===== src/rtl/tlb_refill_ctrl.sv =====
// TLB refill engine: fetches one PTE on a miss and writes the CAM tag and PFN RAM
// at a round-robin victim index. Define TLB_WIRED_EN to add locked low entries.
module tlb_refill_ctrl #(
  parameter int VPN_W = 20,
  parameter int IDX_W = 3
) (
  input  logic             clk,
  input  logic             clrn,
`ifdef TLB_WIRED_EN
  input  logic [IDX_W-1:0] wired,
`endif
  input  logic             miss,
  input  logic [VPN_W-1:0] miss_vpn,
  input  logic [31:0]      ptbase,
  output logic             mem_req,
  output logic [31:0]      mem_addr,
  input  logic             mem_ack,
  input  logic [31:0]      mem_rdata,
  output logic             cam_wren,
  output logic [VPN_W-1:0] cam_pattern,
  output logic [IDX_W-1:0] cam_wraddress,
  output logic             ram_wren,
  output logic [23:0]      ram_data,
  output logic             busy,
  output logic             done,
  output logic             fault
);

  typedef enum logic [2:0] {
    S_IDLE,
    S_REQ,
    S_WRITE,
    S_DONE,
    S_FAULT
  } state_t;

  localparam logic [IDX_W-1:0] IDX_LAST = {IDX_W{1'b1}};
  localparam logic [IDX_W-1:0] IDX_ONE  = {{(IDX_W-1){1'b0}}, 1'b1};

  state_t           state, state_nxt;
  logic [VPN_W-1:0] vpn_r;
  logic [31:0]      pte_r;
  logic [IDX_W-1:0] vptr;
  logic [IDX_W-1:0] victim;
  logic [IDX_W-1:0] victim_nxt;
  logic [IDX_W-1:0] wrap_idx;
  logic [31:0]      pte_addr;

  // Word-indexed PTE address; the carry out of bit 31 is discarded.
  assign pte_addr = ptbase + 32'({miss_vpn, 2'b00});

`ifdef TLB_WIRED_EN
  // A pointer left below the wired boundary is bumped up to the first unlocked entry.
  assign victim   = (vptr < wired) ? wired : vptr;
  assign wrap_idx = wired;
`else
  assign victim   = vptr;
  assign wrap_idx = '0;
`endif

  assign victim_nxt = (victim == IDX_LAST) ? wrap_idx : victim + IDX_ONE;

  // NOTE: state registers use non-blocking assignments so every flop samples
  // pre-edge values, independent of the order the processes are evaluated in.
  always_ff @(posedge clk or negedge clrn) begin
    if (!clrn) begin
      state <= S_IDLE;
    end else begin
      state <= state_nxt;
    end
  end

  always_ff @(posedge clk or negedge clrn) begin
    if (!clrn) begin
      vpn_r    <= '0;
      mem_addr <= '0;
      pte_r    <= '0;
      vptr     <= '0;
    end else begin
      if (state == S_IDLE && miss) begin
        vpn_r    <= miss_vpn;
        mem_addr <= pte_addr;
      end
      if (state == S_REQ && mem_ack) begin
        pte_r <= mem_rdata;
      end
      if (state == S_WRITE) begin
        vptr <= victim_nxt;
      end
    end
  end

  // NOTE: every output of this block gets a default first, so no path can
  // leave a signal unassigned and infer a latch.
  always_comb begin
    state_nxt     = state;
    mem_req       = 1'b0;
    cam_wren      = 1'b0;
    ram_wren      = 1'b0;
    cam_pattern   = '0;
    cam_wraddress = '0;
    ram_data      = '0;
    busy          = 1'b1;
    done          = 1'b0;
    fault         = 1'b0;
    unique case (state)
      S_IDLE: begin
        busy = 1'b0;
        if (miss) state_nxt = S_REQ;
      end
      S_REQ: begin
        mem_req = 1'b1;
        if (mem_ack) state_nxt = mem_rdata[0] ? S_WRITE : S_FAULT;
      end
      S_WRITE: begin
        cam_wren      = 1'b1;
        ram_wren      = 1'b1;
        cam_pattern   = vpn_r;
        cam_wraddress = victim;
        ram_data      = {pte_r[31:12], pte_r[3:0]};
        state_nxt     = S_DONE;
      end
      S_DONE: begin
        done      = 1'b1;
        state_nxt = S_IDLE;
      end
      S_FAULT: begin
        fault     = 1'b1;
        state_nxt = S_IDLE;
      end
      default: state_nxt = S_IDLE;
    endcase
  end

endmodule


===== config.mk =====
export PLATFORM = sky130hd
export DESIGN_NAME = tlb_refill_ctrl
export DESIGN_NICKNAME = d
export VERILOG_FILES = /design/src/rtl/tlb_refill_ctrl.sv
export SDC_FILE = /design/constraint.sdc
export NUM_CORES = 1
export LEC_CHECK = 0
export BUFFER_PORTS_ARGS = -buffer_cell sky130_fd_sc_hd__buf_2
export CAP_MARGIN = 30
export CORE_ASPECT_RATIO = 0.8
export CORE_UTILIZATION = 23
export DETAILED_ROUTE_END_ITERATION = 7
export PLACE_DENSITY = 0.4
export SLEW_MARGIN = 20
export SYNTH_ARGS = -nofsm -noshare
export SYNTH_HDL_FRONTEND = slang
export SYNTH_SLANG_ARGS = --single-unit

===== constraint.sdc =====
create_clock -name clk -period 2.35 [get_ports clk]
set_input_delay 0.1175 -clock clk [delete_from_list [all_inputs] [get_ports clk]]
set_output_delay 0.1175 -clock clk [all_outputs]
set_load 0.02 [all_outputs]

After elaboration in Yosys (flattened, before gate mapping)

Cells that the tools add are included.

Add/sub/neg operators: 2
Muxes and demuxes: 13
Shift-type cells: 0
Magnitude comparators: 0
Bitwise operators: 0
Eq/ne operators: 7
Divide/modulo/power cells: 0
Reduce and logical (&&, ||, !) cells: 4
$mul: 0

Operator list:

| kind                                                 | count |
|---|---|
| adder 32 x 22 -> 32 bit                              | 1 |
| two-way mux 24 bit                                   | 1 |
| two-way mux 20 bit                                   | 1 |
| two-way mux 3 bit                                    | 5 |
| case mux 3 bit (3 select lines)                      | 1 |
| equality test 3 x 2 -> 1 bit (second input constant) | 2 |
| equality test 3 bit (second input constant)          | 2 |
| two-way mux 1 bit                                    | 5 |
| != test 2 bit (second input constant)                | 2 |
| adder 3 x 1 -> 3 bit (second input constant)         | 1 |
| equality test 3 x 1 -> 1 bit (second input constant) | 1 |
| logical NOT 3 bit                                    | 1 |
| logical AND 1 bit                                    | 2 |
| AND reduction 2 bit                                  | 1 |

Input bits: 88
Memories kept: 0
Bits in writable memories: 0
Logic and storage cells: 31
Output and inout port bits: 85
Memory bits (read-only): 0
Latch bits: 0
Register bits after elaboration: 90

Logic depth before layout (Yosys ltp)

Depth after elaboration: 3
Depth in mapped cells: 10
Gate-level depth less buffers: 10

Least setup slack after synthesis

No wires, ideal clock.

Path kind: input to register
Start: input port miss_vpn[0]
End: register mem_addr[26]
Required time: 2.267 ns
Cell stages on the path: 10
Library setup time: 0.083 ns
Path slack: 0.446 ns
Path buffers: 0
Arrival time: 1.822 ns
Cells stage by stage: ha_1 -> inv_1 -> fa_1 -> nor2b_1 -> o31a_1 -> o311ai_2 -> a31oi_1 -> nand3_1 -> xor2_1 -> o21ai_0

Word-level cells in the longest chain between the ends: 1

Ends and longest elaborated chain:

| item                    | RTL line | RTL |
|---|---|---|
| start, declared         | 13       | `input logic [VPN_W-1:0] miss_vpn,` |
| adder 32 x 22 -> 32 bit | 50       | `assign pte_addr = ptbase + 32'({miss_vpn, 2'b00});` |
| end signal, assigned    | 82       | `mem_addr <= pte_addr;` |
| end, declared           | 16       | `output logic [31:0] mem_addr,` |

No other way between the ends.
A chain may end at the register's enable or synchronous reset.

Worst setup path in the final report

Start: input port miss_vpn[6]
End: register mem_addr[31]

The elaborated chain is that of the path after synthesis.

==> out/qor.yml <==
sta:
  fin_ws_ns: 0.131
  finalHoldViolations: 0
  worst_pin_slew_ns: 0.476
  period_minus_slack_ns: 2.22
  min_period_over_period_pct: 94.4
  clock.fmax_mhz: 451
  maxSlewHeadroom_pct: 68.2
  holdWs_ns: 0.0180
  setup_violations: 0
  clock_skew_ns: 0.00411
  drv_slew: 0
final_layout:
  syn_to_final_growth_pct: 38.6
  regArea_um2: 2050
  multiInputGateArea_um2: 2640
  final_core_util_pct: 33.1
  final_nets: 828
  fillers: 2144
  antenna_cells: 0
  drive_above_1_share_pct: 35.2
drt:
  antenna_left: 0
  wl_um: 14700
  dr.pass1.iters: 4
  drtIter0Drc: 262
  vias: 4352
  vias_per_cell: 4.41
  post_drt_wl_per_cell_um: 14.9
  drc_errors: 0
synthesis:
  synth.most_common_cell: "nand2_1"
  ys_types: 57
  syn_nets: 630
  synthArstFlopShare_pct: 100
  synth_commonest_cells: "nand2_1, dfrtp_1, and2_1"
  synth_top_area_cell: "dfrtp_1"
  avgSynthCellArea_um2: 9.28
  ys.flop_type: "dfrtp_1"
  ys_seq_area_share_pct: 42.6
  synth_edf_count: 0
  synth_cells: 519
  synth_area_leaders: "dfrtp_1, nand2_1, mux2_2"
  netlist_area_um2: 4810
  synth_top_area_share_pct: 42.6
  ys_seq_elements: 82
  yosysWarnings: 0
clock_tree:
  cts_setup_buffers: 0
  cts_sinks: 82
  clk_path_buf_depth: 2
  clock_latency_ns: 0.34
  h-tree-depth: 3
  cts_root_buf: "clkbuf_16"
  clk_pin_slew_ns: 0.07
  tritoncts: "built"
  cts_made_buffers: 9
floorplan:
  fp-row-count: 46
  dieArea_um2: 21500
  start_util_pct: 23.9
  coreArea_um2: 20100
  fp.dieW_um: 164
  dieHeight_um: 131
  num_io_pins: 173
pwr:
  clock_power_share_pct: 21.1
  power_leakage_nw: 3.28
  total_power_mw: 6.98
  seqPwrFrac_pct: 35.0
  power.internal_mw: 4.17
  ir_drop_v: 0.000507
  switchingPower_mw: 2.82
  sw_frac_of_total_pct: 40.3
  powerDensity_nw_per_um2: 1050
  power_frac_comb_pct: 43.8
global_route:
  grt_pass1_vias: 4363
  grt_max_degree: 83
  grt_pass1_wl_um: 23100
  globalRoute.totalOverflow: 0
  track_usage_pct: 13.8
  antenna_found_initial: 0
setup_path:
  cp_data_required_time_ns: 2.58
  crit_arrival_ns: 2.45
  critical_path.endpoint: "mem_addr[31]$_DFFE_PN0P_"
  timing.rr.end: "mem_addr[10]$_DFFE_PN0P_"
  r2r_start: "state[0]$_DFFE_PN0P_"
  startpoint: "miss_vpn[6]"
  reg2reg_depth: 5
  r2r_slack_ns: 0.45
  start_kind: "primary input"
  crit_type: "in -> reg"
  cp_max_fo: 6
  cp-end-kind: "flip-flop"
worst_hold_path:
  hp-class: "in -> reg"
  hold_depth: 2
placed_design:
  detailed_place_hpwl_um: 10900
  gp_congestion: 0.826
  place_ws_ns: 0.0254
  port_buffers: 164
run_status:
  outcome: "finished clean"
run:
  maxCapViolations: 0
registers in the layout (all words and copies together) (netlist names):
register / count
state: 3
pte_r: 24
victim: 3
vpn_r: 20
mem_addr: 32
critical path, cell delays in order:
cell and delay [ns]:
dlygate4sd3_1 0.54, buf_2 0.14, ha_2 0.38, nand2_1 0.12
o22ai_2 0.16, a211oi_2 0.05, buf_4 0.15, o31a_4 0.37
nor3_4 0.21, xnor2_1 0.15, o21ai_1 0.07
worst min-delay path by stage:
stage | start | end | slack [ns]
6_report | mem_rdata[3] | pte_r[3]$_DFFE_PN0P_ | 0.02
5_1_grt | mem_rdata[3] | pte_r[3]$_DFFE_PN0P_ | 0.006
4_1_cts | mem_rdata[3] | pte_r[3]$_DFFE_PN0P_ | 0.001
3_5_place_dp | clrn | mem_addr[1]$_DFFE_PN0P_ | 0.19
3_3_place_gp | clrn | mem_addr[0]$_DFFE_PN0P_ | 0.20
2_1_floorplan | clrn | mem_addr[0]$_DFFE_PN0P_ | -0.18
layout by cell type (no fill, tap or decap), drive strengths merged, types with 19 or more instances in the layout:
cell type | Yosys | final
buf | 15 | 178
nand2 | 114 | 114
dfrtp | 82 | 82
and2 | 51 | 51
o21ai | 41 | 41
dlygate4sd3 | 0 | 36
mux2 | 29 | 29
ha | 22 | 22
nor2 | 20 | 20
a21oi | 19 | 19
final cells by class:
type,instances,area share [%]
timing repair buffer,214,19.7
clock inverter,7,1.22
multi-input combinational,401,39.5
inverter,9,0.506
tap,264,4.95
sequential,82,30.8
clock buffer,9,3.38
power by group through the flow:
stage	Combinational [mW]	Clock [mW]	Sequential, mW
3_3_place_gp	3.03	0	2.45
5_1_grt	3.39	1.60	2.54
6_report	3.06	1.47	2.45
4_1_cts	3.12	1.55	2.45
2_1_floorplan	1.75	0	2.70
3_5_place_dp	3.06	0	2.48
timing repair:
| item | in CTS | in global routing |
|---|---|---|
| endpoints found under the hold margin | 117 | 0 |
| setup endpoints to repair | 0 | 8 |
| hold buffers | 36 | 0 |
| resized for setup | 0 | 10 |
stage by stage:
step	area [µm²]	std cells	TNS, ns
floorplan	4810	519	0
global placement	5970	934	0
detailed placement	5970	934	0
CTS	6640	986	0
global route	6670	986	-0.0122
finish	6670	986	0
cells by family (layout without fill, tap and decap cells):
kind of cell | Yosys count | count (layout) | synth area share [%]
fa+ha+maj | 23 | 23 | 6.13
compound gates | 97 | 97 | 13.3
xor+xnor | 24 | 24 | 4.37
buf+inv | 36 | 239 | 3.56
simple gates | 228 | 228 | 23.3
flops | 82 | 82 | 42.6
mux | 29 | 29 | 6.78
routing by layer:
metal	track usage [%]	up-vias	wire length [µm]
met4	4.22	0	212
met1	19.0	2026	7300
li1	-	2175	-
met5	0	-	0
met2	21.2	138	6260
met3	3.38	13	905
(Power assumes the default switching activity.)
